--- src/rtl/cdb_arbiter.sv ---
// Common data bus arbiter: one holding slot per functional unit, round-robin
// selection of a held result, registered broadcast of the winner.
module cdb_arbiter #(
  parameter int NUM_REQ        = 3,
  parameter int DATA_WIDTH     = 32,
  parameter int ROB_IDX_WIDTH  = 5,
  parameter int REG_ADDR_WIDTH = 5,
  parameter int CNT_WIDTH      = 16
) (
  input  logic                               clk,
  input  logic                               rst,
  input  logic                               flush,
  input  logic [NUM_REQ-1:0]                 req_valid,
  output logic [NUM_REQ-1:0]                 req_ready,
  input  logic [NUM_REQ*DATA_WIDTH-1:0]      req_data,
  input  logic [NUM_REQ*REG_ADDR_WIDTH-1:0]  req_rd_addr,
  input  logic [NUM_REQ*ROB_IDX_WIDTH-1:0]   req_rob_idx,
  input  logic [NUM_REQ-1:0]                 req_regf_we,
  output logic                               cdb_valid,
  output logic [DATA_WIDTH-1:0]              cdb_data,
  output logic [REG_ADDR_WIDTH-1:0]          cdb_rd_addr,
  output logic [ROB_IDX_WIDTH-1:0]           cdb_rob_idx,
  output logic                               cdb_regf_we,
  output logic [$clog2(NUM_REQ)-1:0]         cdb_src,
  output logic [CNT_WIDTH-1:0]               conflict_cnt
);

  localparam int SRC_W = $clog2(NUM_REQ);
  localparam int PW    = SRC_W + 1;

  // Per-unit views of the packed request buses
  logic [DATA_WIDTH-1:0]     in_data    [NUM_REQ];
  logic [REG_ADDR_WIDTH-1:0] in_rd_addr [NUM_REQ];
  logic [ROB_IDX_WIDTH-1:0]  in_rob_idx [NUM_REQ];

  // Holding slots
  logic [NUM_REQ-1:0]        hold_v_reg;
  logic [NUM_REQ-1:0]        hold_v_next;
  logic [DATA_WIDTH-1:0]     slot_data_reg [NUM_REQ];
  logic [REG_ADDR_WIDTH-1:0] slot_rd_reg   [NUM_REQ];
  logic [ROB_IDX_WIDTH-1:0]  slot_rob_reg  [NUM_REQ];
  logic [NUM_REQ-1:0]        slot_we_reg;

  // Arbitration
  logic [SRC_W-1:0]          rr_ptr_reg;
  logic [SRC_W-1:0]          rr_ptr_next;
  logic [NUM_REQ-1:0]        grant;
  logic                      any_grant;
  logic [SRC_W-1:0]          grant_idx;
  logic [PW-1:0]             cand;
  logic [NUM_REQ-1:0]        accept;
  logic                      multi_held;

  // Broadcast registers
  logic                      cdb_valid_reg;
  logic [DATA_WIDTH-1:0]     cdb_data_reg;
  logic [REG_ADDR_WIDTH-1:0] cdb_rd_reg;
  logic [ROB_IDX_WIDTH-1:0]  cdb_rob_reg;
  logic                      cdb_we_reg;
  logic [SRC_W-1:0]          cdb_src_reg;
  logic [CNT_WIDTH-1:0]      conflict_cnt_reg;

  genvar gi;
  generate
    for (gi = 0; gi < NUM_REQ; gi++) begin : g_unpack
      assign in_data[gi]    = req_data[gi*DATA_WIDTH +: DATA_WIDTH];
      assign in_rd_addr[gi] = req_rd_addr[gi*REG_ADDR_WIDTH +: REG_ADDR_WIDTH];
      assign in_rob_idx[gi] = req_rob_idx[gi*ROB_IDX_WIDTH +: ROB_IDX_WIDTH];
      // A slot being granted this cycle frees up in time to take a new result
      assign req_ready[gi]  = !rst && !flush && (!hold_v_reg[gi] || grant[gi]);
      assign accept[gi]     = req_valid[gi] && req_ready[gi];
    end
  endgenerate

  // Round-robin search starting at rr_ptr, wrapping past the last unit
  always_comb begin
    grant     = '0;
    any_grant = 1'b0;
    grant_idx = '0;
    cand      = '0;
    for (int k = 0; k < NUM_REQ; k++) begin
      cand = {1'b0, rr_ptr_reg} + PW'(k);
      if (cand >= PW'(NUM_REQ)) begin
        cand = cand - PW'(NUM_REQ);
      end
      if (!any_grant && hold_v_reg[cand[SRC_W-1:0]]) begin
        any_grant                = 1'b1;
        grant[cand[SRC_W-1:0]]   = 1'b1;
        grant_idx                = cand[SRC_W-1:0];
      end
    end
  end

  // Two or more bits set: clearing the lowest set bit leaves something behind
  assign multi_held = (hold_v_reg & (hold_v_reg - NUM_REQ'(1))) != '0;

  always_comb begin
    hold_v_next = hold_v_reg;
    if (flush) begin
      hold_v_next = '0;
    end else begin
      for (int i = 0; i < NUM_REQ; i++) begin
        if (accept[i]) begin
          hold_v_next[i] = 1'b1;
        end else if (grant[i]) begin
          hold_v_next[i] = 1'b0;
        end
      end
    end
  end

  always_comb begin
    rr_ptr_next = rr_ptr_reg;
    if (!flush && any_grant) begin
      rr_ptr_next = (grant_idx == SRC_W'(NUM_REQ - 1)) ? '0 : grant_idx + SRC_W'(1);
    end
  end

  always_ff @(posedge clk) begin
    if (rst) begin
      hold_v_reg  <= '0;
      rr_ptr_reg  <= '0;
      slot_we_reg <= '0;
      for (int i = 0; i < NUM_REQ; i++) begin
        slot_data_reg[i] <= '0;
        slot_rd_reg[i]   <= '0;
        slot_rob_reg[i]  <= '0;
      end
    end else begin
      hold_v_reg <= hold_v_next;
      rr_ptr_reg <= rr_ptr_next;
      for (int i = 0; i < NUM_REQ; i++) begin
        if (accept[i]) begin
          slot_data_reg[i] <= in_data[i];
          slot_rd_reg[i]   <= in_rd_addr[i];
          slot_rob_reg[i]  <= in_rob_idx[i];
          slot_we_reg[i]   <= req_regf_we[i];
        end
      end
    end
  end

  // Idle cycles drive zeros on every field so consumers never see stale tags
  always_ff @(posedge clk) begin
    if (rst || flush || !any_grant) begin
      cdb_valid_reg <= 1'b0;
      cdb_data_reg  <= '0;
      cdb_rd_reg    <= '0;
      cdb_rob_reg   <= '0;
      cdb_we_reg    <= 1'b0;
      cdb_src_reg   <= '0;
    end else begin
      cdb_valid_reg <= 1'b1;
      cdb_data_reg  <= slot_data_reg[grant_idx];
      cdb_rd_reg    <= slot_rd_reg[grant_idx];
      cdb_rob_reg   <= slot_rob_reg[grant_idx];
      cdb_we_reg    <= slot_we_reg[grant_idx];
      cdb_src_reg   <= grant_idx;
    end
  end

  always_ff @(posedge clk) begin
    if (rst) begin
      conflict_cnt_reg <= '0;
    end else if (!flush && multi_held && (conflict_cnt_reg != '1)) begin
      conflict_cnt_reg <= conflict_cnt_reg + CNT_WIDTH'(1);
    end
  end

  assign cdb_valid    = cdb_valid_reg;
  assign cdb_data     = cdb_data_reg;
  assign cdb_rd_addr  = cdb_rd_reg;
  assign cdb_rob_idx  = cdb_rob_reg;
  assign cdb_regf_we  = cdb_we_reg;
  assign cdb_src      = cdb_src_reg;
  assign conflict_cnt = conflict_cnt_reg;

endmodule

--- config.mk ---
export PLATFORM = sky130hd
export DESIGN_NAME = cdb_arbiter
export DESIGN_NICKNAME = d
export VERILOG_FILES = /design/src/rtl/cdb_arbiter.sv
export SDC_FILE = /design/constraint.sdc
export NUM_CORES = 1
export LEC_CHECK = 0
export ABC_AREA = 0
export CORE_MARGIN = 2
export CORE_UTILIZATION = 44
export CTS_BUF_LIST = sky130_fd_sc_hd__clkbuf_8 sky130_fd_sc_hd__clkbuf_16
export CTS_CLUSTER_DIAMETER = 50
export DETAILED_ROUTE_END_ITERATION = 8
export GPL_TIMING_DRIVEN = 0
export PLACE_DENSITY = 0.75
export SLEW_MARGIN = 20
export SYNTH_ARGS = -nofsm -noshare
export SYNTH_HDL_FRONTEND = slang
export SYNTH_SLANG_ARGS = --single-unit
--- constraint.sdc ---
create_clock -name clk -period 5.4 [get_ports clk]
set_input_delay 0.81 -clock clk [delete_from_list [all_inputs] [get_ports clk]]
set_output_delay 0.81 -clock clk [all_outputs]
set_load 0.02 [all_outputs]
==> results.cfg, run 1 <==
[layout]
drive_gt1_share_pct = 7.175
synthToLayoutAreaGrowth_pct = 36.31
post-route-cell-area_mm2 = 0.01106
fillers = 1500
largest_register_ffs = 96
fin_nets = 1019
postLayoutCoreUtil_pct = 61.34

[timing]
setup_viol = 0
fin_worst_skew_ps = 6.750
hold_violations = 0
worst_pin_slew_ps = 759.0
period_share_pct = 68.37
clock.fmax_mhz = 270.9
period_needed_ps = 3692
maxSlewViolCount = 0
slew_headroom_pct = 49.26
rsz0062_at_grt = no

[route]
wl_per_cell_um = 17.92
viasPerCell = 5.107
first_pass_iters = 6
drt_iter0_markers = 304
drc_errors = 0
vias = 5730
drt_wl_total_mm = 20.10
detail-route-antenna-nets = 0

[clock_network]
cts_buffers = 17
cts_sinks = 196
cts_resized = 0
h-tree-depth = 4
path_clk_slew_ps = 70
postCtsHoldBufs = 0
clockBufferDepth = 2
insertion_delay_ps = 430
cts-root-buf = clkbuf_16
post_cts_buffers = 0
cts_tree = built

[global_routing]
antenna_found_initial = 1
grt-ovfl-total = 0
grt_pass1_vias = 5722
grtUsageTotal_pct = 20.61
grt_max_degree = 43
grt_pass1_wl_mm = 30.82

[worst_setup_path]
critPathMaxFanout = 10
worstSetupEndpointType = output port
crit_arrival_ps = 2880
cp_slowest_stage_delay_ps = 610
crit_type = reg2out
critPathRequiredTime_ps = 4590
critPathSlowestCell = clkdlybuf4s50_1
worstPathCellList = inv_1 > ha_1 > buf_6 > mux2i_1 > a2bb2oi_1 > nor4b_4 > nor2_1 > nor2_1 > clkdlybuf4s50_1
path_common_cell = nor2_1
critPathLaunchType = flop

[synth]
syn_nets = 801
syn_area_mm2 = 0.008112
ys_warn_count = 0
synthFlopType = edfxtp_1
synthArstFlopShare_pct = 0
synthCells = 661
synth_edf_count = 126
yosysUniqueCellTypes = 52
postSynthAreaPerCell_um2 = 12.27
synth-seq-cells = 196
yosysSeqAreaShare_pct = 63.92

[pwr]
p_leak_nw = 3.922
ir_drop_v = 0.0002202
pwr-share-comb_pct = 10.2
p_clk_share_pct = 39.2
power.switching_mw = 0.7676
pwr_density_cell_mw_per_mm2 = 304.5
seqPwrFrac_pct = 50.6
p_sw_share_pct = 22.80
p_int_mw = 2.599

[die]
start_util_pct = 45.00
rows = 49
die_height_um = 139.8
ioPinCount = 200
die_w_um = 139.8
die_area_mm2 = 0.01954
core_mm2 = 0.01802

[run]
maxCapViolCount = 0

[hold_path]
hold_class = reg2reg

[place]
placed_area_mm2 = 0.01043
place_hpwl_mm = 14.25
port_buffers = 197
place_congestion = 0.7832

[status]
status = finished clean
==> routing by layer <==
layer  global-route usage, %  up-vias  wire length, um
li1                        -     2795                -
met1                   25.45     2719             8127
met2                   35.66      199            10250
met3                   6.160       17             1477
met4                   4.895        0              246
met5                       0        -                0
==> cell usage after synthesis (2+ instances only) <==
master | n | area (um2)
mux2i_1 | 7 | 70.07
nor2b_1 | 7 | 43.79
a21oi_1 | 6 | 30.03
buf_2 | 5 | 25.02
o21ai_0 | 11 | 55.05
or2_2 | 3 | 18.77
o21ai_2 | 3 | 26.28
nor2_1 | 37 | 138.9
clkbuf_1 | 31 | 116.4
nand3_1 | 50 | 250.2
and3_1 | 2 | 12.51
a22oi_1 | 44 | 330.3
a21boi_0 | 36 | 270.3
ha_1 | 5 | 62.56
o21a_1 | 3 | 22.52
xor2_1 | 3 | 26.28
nand2b_1 | 4 | 25.02
a2bb2oi_1 | 2 | 17.52
nand4_1 | 3 | 18.77
a21boi_1 | 7 | 52.55
or3_1 | 3 | 18.77
nand2_1 | 10 | 37.54
buf_1 | 2 | 7.510
xnor2_1 | 7 | 61.31
nor3_1 | 7 | 35.03
and4_1 | 3 | 26.28
mux2_2 | 2 | 22.52
and2_1 | 127 | 794.5
inv_1 | 8 | 30.03
dfxtp_1 | 70 | 1401
buf_6 | 6 | 67.56
o211ai_1 | 2 | 15.01
edfxtp_1 | 126 | 3784
==> cell usage in the layout (no fill, tap or decap), types with 11 or more instances in the layout <==
| cell | Yosys | routed |
|---|---|---|
| o21ai_0 | 11 | 11 |
| a22oi_1 | 44 | 44 |
| edfxtp_1 | 126 | 126 |
| clkbuf_1 | 31 | 31 |
| nor2_1 | 37 | 37 |
| a21boi_0 | 36 | 36 |
| clkbuf_16 | 0 | 17 |
| nand3_1 | 50 | 50 |
| dfxtp_1 | 70 | 70 |
| clkdlybuf4s50_1 | 0 | 197 |
| and2_1 | 127 | 127 |
==> final timing paths <==
check	start	to	slack, ps	cells after the start
setup / recovery	rr_ptr_reg[0]	req_ready[0]	1710	9
hold / removal	slot_we_reg[0]	slot_we_reg[0]	500	2
setup reg to reg	rr_ptr_reg[0]	slot_data_reg[0][30]	2390	9
hold reg to reg	slot_we_reg[0]	slot_we_reg[0]	500	2
==> layout make-up <==
type                            instances  area (um2)  area share, %
Clock buffer                           17       425.4          3.847
Buffer                                 45       221.5          2.003
Antenna cell                            1       2.502        0.02263
Multi-Input combinational cell        411        2686          24.30
Timing Repair Buffer                  199        2019          18.26
Tap cell                              229       286.5          2.591
Inverter                                9       33.78         0.3055
Clock inverter                         15       196.4          1.777
Sequential cell                       196        5185          46.89
==> cells by family (layout without fill, tap and decap cells) <==
logic type	after synthesis	count (layout)	synth area share [%]
buf+inv	54	285	3.147
other cells	0	1	0
simple gates	264	264	18.49
flops	196	196	63.92
fa+ha+maj	5	5	0.7712
mux	9	9	1.141
xor+xnor	10	10	1.080
compound gates	123	123	11.45
==> stage by stage <==
stage / instances / total power, mW / hold slack, ps / TNS [ps] / worst slack, ps
2_1_floorplan: 661 / 1.897 / 451.0 / 0 / 1361
3_3_place_gp: 1087 / 2.073 / 474.8 / -3745 / -93.16
3_5_place_dp: 1089 / 2.083 / 476.4 / 0 / 2171
4_1_cts: 1121 / 3.395 / 494.3 / 0 / 1704
5_1_grt: 1121 / 3.480 / 508.3 / 0 / 1540
6_report: 1122 / 3.367 / 495.5 / 0 / 1708
==> power groups by stage <==
| stage | registers [mW] | logic, mW | clock network (mW) |
|---|---|---|---|
| 3_3_place_gp | 1.74 | 0.334 | 0 |
| 3_5_place_dp | 1.74 | 0.346 | 0 |
| 6_report | 1.70 | 0.343 | 1.32 |
| 5_1_grt | 1.71 | 0.373 | 1.40 |
| 4_1_cts | 1.70 | 0.347 | 1.34 |
| 2_1_floorplan | 1.74 | 0.153 | 0 |
==> worst max-delay path: cells and delay by family, from the launching register on <==
| kind | cells | cell delay (ps) |
|---|---|---|
| flip-flops | 1 | 380 |
| multiplexers | 1 | 260 |
| AO/OA/AOI/OAI | 1 | 230 |
| AND/OR/NAND/NOR | 3 | 470 |
| adder cells (fa/ha/maj) | 1 | 290 |
| buffers and inverters | 3 | 820 |
(Power assumes the default switching activity.)
==> run 2, diff against run 1 <==
==> constraint.sdc (replaced) <==
create_clock -name clk -period 3.7 [get_ports clk]
set_input_delay 0.555 -clock clk [delete_from_list [all_inputs] [get_ports clk]]
set_output_delay 0.555 -clock clk [all_outputs]
set_load 0.02 [all_outputs]
==> results.cfg, run 2 (same netlist as run 1, synthesis figures left out) <==
[clock_network]
cts-root-buf = clkbuf_16
cts_tree = built
cts_sinks = 196
postCtsHoldBufs = 0
cts_buffers = 17
post_cts_buffers = 0
insertion_delay_ps = 430
h-tree-depth = 4
path_clk_slew_ps = 80
cts_resized = 0
clockBufferDepth = 2

[place]
dp_cells = 1090
place_hpwl_mm = 14.20
place_congestion = 0.7749
port_buffers = 197

[pwr]
seqPwrFrac_pct = 51.7
p_sw_share_pct = 24.83
pwr_density_cell_mw_per_mm2 = 435.5
p_int_mw = 3.617
pwr-share-comb_pct = 10.5
p_leak_nw = 3.927
p_clk_share_pct = 37.8
ir_drop_v = 0.0003178
finalPower_mw = 4.812
power.switching_mw = 1.195

[timing]
rsz0062_at_grt = no
clock.fmax_mhz = 288.3
period_share_pct = 93.75
setup_tns_ps = 0
fin_worst_skew_ps = 13.16
worst_pin_slew_ps = 706.2
slew_headroom_pct = 52.92
setup_viol = 0
hold-worst-slack_ps = 507.3
maxSlewViolCount = 0
hold_violations = 0
period_needed_ps = 3469

[worst_setup_path]
crit_type = reg2out
cp_slowest_stage_delay_ps = 610
cp-startpoint = rr_ptr_reg[0]
critPathMaxFanout = 10
critPathSlowestCell = clkdlybuf4s50_1
worstPathCellList = inv_1 > ha_1 > buf_6 > mux2i_1 > a2bb2oi_1 > nor4b_4 > nor2_1 > nor2_1 > clkdlybuf4s50_1
worstSetupEndpointType = output port
r2r-start = rr_ptr_reg[0]
critPathLaunchType = flop
critPathRequiredTime_ps = 3140
crit_arrival_ps = 2910
path_common_cell = nor2_1

[layout]
synthToLayoutAreaGrowth_pct = 36.20
seq_area_mm2 = 0.005185
final_cell_mix = clkdlybuf4s50_1 (197), and2_1 (127), edfxtp_1 (126)
layout_commonest_cell = clkdlybuf4s50_1
final_cells = 1122
drive_gt1_share_pct = 7.279
fillers = 1508
antenna_cells = 0
postLayoutCoreUtil_pct = 61.29
multi_input_area_mm2 = 0.002686
largest_register_ffs = 96
fin_nets = 1020

[hold_path]
hold_class = reg2reg
min_from = slot_we_reg[0]

[route]
viasPerCell = 5.137
drt_wl_total_mm = 20.32
drt_iter0_markers = 319
first_pass_iters = 5
wl_per_cell_um = 18.11
drc_errors = 0
vias = 5764
detail-route-antenna-nets = 0

[global_routing]
grt_pass1_vias = 5718
grt-ovfl-total = 0
grt_pass1_wl_mm = 30.95
grtUsageTotal_pct = 20.82
grt_max_degree = 43
antenna_found_initial = 0

[die]
rows = 49
die_area_mm2 = 0.01954
die_height_um = 139.8
start_util_pct = 45.00
core_mm2 = 0.01802
ioPinCount = 200
die_w_um = 139.8

[run]
maxCapViolCount = 0

[status]
status = finished clean
## run 2: changes by cell type in the layout (fill, tap and decap cells not counted), sizes merged
cell	change
clkinvlp	-3
buf	+1
bufinv	-3
inv	+4
diode	-1
clkinv	+2
## run 2: power groups by stage
stage | sequential, mW | combinational, mW | clock [mW]
2_1_floorplan | 2.54 | 0.224 | 0
3_3_place_gp | 2.54 | 0.487 | 0
3_5_place_dp | 2.54 | 0.510 | 0
4_1_cts | 2.49 | 0.512 | 1.84
5_1_grt | 2.50 | 0.548 | 1.93
6_report | 2.49 | 0.507 | 1.82
## run 2: cell type report
class | count | area share (%)
Timing Repair Buffer | 200 | 18.60
Clock inverter | 15 | 1.404
Buffer | 45 | 2.005
Multi-Input combinational cell | 411 | 24.31
Inverter | 9 | 0.3058
Tap cell | 229 | 2.593
Sequential cell | 196 | 46.93
Clock buffer | 17 | 3.851
## run 2: routing by layer
metal	part of all wire (%)	wire length (um)	global-route usage, %
met1	41	8303	24.79
met2	52	10480	37.33
met3	6.3	1279	5.403
met4	1.3	257	5.632
met5	0	0	0
## run 2: metrics by stage
| step | worst slack, ps | instance area [um2] |
|---|---|---|
| 6_report | 231.1 | 11050 |
| 3_3_place_gp | -336.7 | 10370 |
| 4_1_cts | 235.4 | 11050 |
| 5_1_grt | 75.93 | 11050 |
| 3_5_place_dp | 624.9 | 10470 |
| 2_1_floorplan | 555.0 | 8115 |
## run 2: final timing paths
kind / end / cells past startpoint / slack, ps
worst max-delay path: req_ready[0] / 9 / 230
worst min-delay path: slot_we_reg[0] / 2 / 510
worst max register to register: slot_data_reg[2][0] / 10 / 600
worst min register to register: slot_we_reg[0] / 2 / 510
## run 2: critical path, delay by kind of cell, from the launching register on
kind            cells  cell delay [ps]
buf+inv             3              820
simple gates        3              500
flops               1              390
fa+ha+maj           1              300
mux                 1              230
compound gates      1              230
==> patch (settings of run 1) <==
`CNT_WIDTH`: 16 -> 24.
--- a/src/rtl/cdb_arbiter.sv
+++ b/src/rtl/cdb_arbiter.sv
@@ -6,5 +6,5 @@
   parameter int ROB_IDX_WIDTH  = 5,
   parameter int REG_ADDR_WIDTH = 5,
-  parameter int CNT_WIDTH      = 16
+  parameter int CNT_WIDTH      = 24
 ) (
   input  logic                               clk,
Interface: changed (resized conflict_cnt); port bits go from 200 to 208. No check against the original RTL was run, so the function may have changed too.
==> patch against run 1 <==
Synthesized area rose by 6.6%; final area rose by 7.2%; wire length rose by 8.8%; hold slack improved by 0.0096 ns; highest routed layer unchanged; critical path depth did not move; first-iteration DRC count rose by 19%; core utilization fell by 0.22 points; sequential power rose by 5%; total power rose by 11%; synthesized cell count rose by 8.2%; sequential cell count rose by 8; register-to-register slack got worse by 0.02 ns; setup slack got worse by 0.29 ns.
==> patch: results <==
metrics = {
    "synth": {
        "yosysWarnings": 0,
        "muxShareOfSynthArea_pct": 0.926,
        "synth_compound_area_share_pct": 10.9,
        "ys_top_cells_by_count": "edfxtp_1 (126), and2_1 (88), dfxtp_1 (78)",
        "synth_adder_area_share_pct": 0.839,
        "synth.area.top_cells": "edfxtp_1 (44%), dfxtp_1 (18%), and2_1 (6.4%), and2_4 (4.0%), a22oi_1 (3.8%)",
        "post_synth_xor_area_fraction_pct": 1.52,
        "ys_seq_area_share_pct": 61.8,
        "syn_area_per_cell_um2": 12.1,
        "syn_area_um2": 8650,
        "syn_nets": 855,
        "ys_types": 55,
    },
    "layout": {
        "fin_cells": 1231,
        "drive_above_1_share_pct": 11.8,
        "final.clkbuf_count": 27,
        "clk_share_pct": 6.50,
        "multi_input_area_share_pct": 25.4,
        "final-nonclk-buf-share_pct": 19.9,
        "final_nets": 1088,
        "fillers": 1640,
        "num-multi-input-gates": 453,
        "synthToLayoutAreaGrowth_pct": 37.1,
        "n_sequential_cell": 204,
        "inverters": 9,
        "nNonClkBuffers": 256,
        "seq_share_pct": 45.1,
    },
    "detailed_routing": {
        "drt-initial-drc-count": 362,
        "drt_first_pass_iters": 5,
        "viasPerCell": 5.09,
        "wire_per_inst_um": 17.8,
    },
    "worst_setup_path": {
        "r2r_cells": 8,
        "r2r-end": "slot_rd_reg[2][0]",
        "r2r_slack_ns": 2.37,
        "cp.arrival_ns": 3.17,
        "timing.rr.start": "rr_ptr_reg[1]",
    },
    "timing": {
        "fin_skew_ns": 0.0144,
        "fmax_mhz": 251,
        "slew-limit-headroom_pct": 45.2,
        "finalHoldWorstSlack_ns": 0.505,
    },
    "place": {
        "port_buffers": 206,
        "hpwl_mm": 14.9,
        "post_dp_cell_area_um2": 11100,
        "gp_congestion": 0.785,
        "dp_slack_ns": 1.67,
    },
    "clock_tree": {
        "cts-resized-gates": 0,
        "htreeDepth": 1,
        "cts_setup_buffers": 0,
        "cts_buffer_depth": 3,
        "clkLatencyLatePin_ns": 0.50,
        "numCtsBuffers": 24,
        "cts_root_buf": "clkbuf_16",
    },
    "hold_path": {
        "holdPathEnd": "cdb_regf_we",
    },
    "global_routing": {
        "grtUsageTotal_pct": 20.9,
        "antenna_found_initial": 0,
        "grt_pass1_vias": 6258,
        "grt_pass1_wl_mm": 33.3,
    },
    "run_status": {
        "status": "complete, no violations",
    },
    "power": {
        "vdd_drop_max_uv": 187,
        "p_leak_nw": 4.29,
    },
}
## patch: critical path, cell delays in order, from the launching register on
cell and delay [ns]:
dfxtp_1 0.38, inv_1 0.09, ha_1 0.34, buf_2 0.19, nand2b_1 0.18, o22ai_1 0.16, nor3_2 0.07, or3_1 0.42
nor3_1 0.20, clkdlybuf4s50_1 0.64
## patch: cell families after synthesis
kind of cell	Yosys count
AND/OR/NAND/NOR	294
flip-flops	204
adder cells (fa/ha/maj)	6
multiplexers	8
AO/OA/AOI/OAI	130
XOR/XNOR	15
buffers and inverters	58
## patch: power by group
| part | switching, mW | internal, mW | leakage (nW) |
|---|---|---|---|
| registers | 0.0268 | 1.76 | 1.95 |
| clock network | 0.623 | 0.916 | 0.382 |
| logic | 0.194 | 0.211 | 1.96 |
## patch: layer usage
layer,vias up,routed length (um),share of wire [%],GRT usage (%)
li1,3029,-,-,-
met1,2998,9120,42,26.5
met2,206,10900,50,36.3
met3,29,1470,6.7,4.50
met4,0,393,1.8,5.88
met5,-,0,0,0
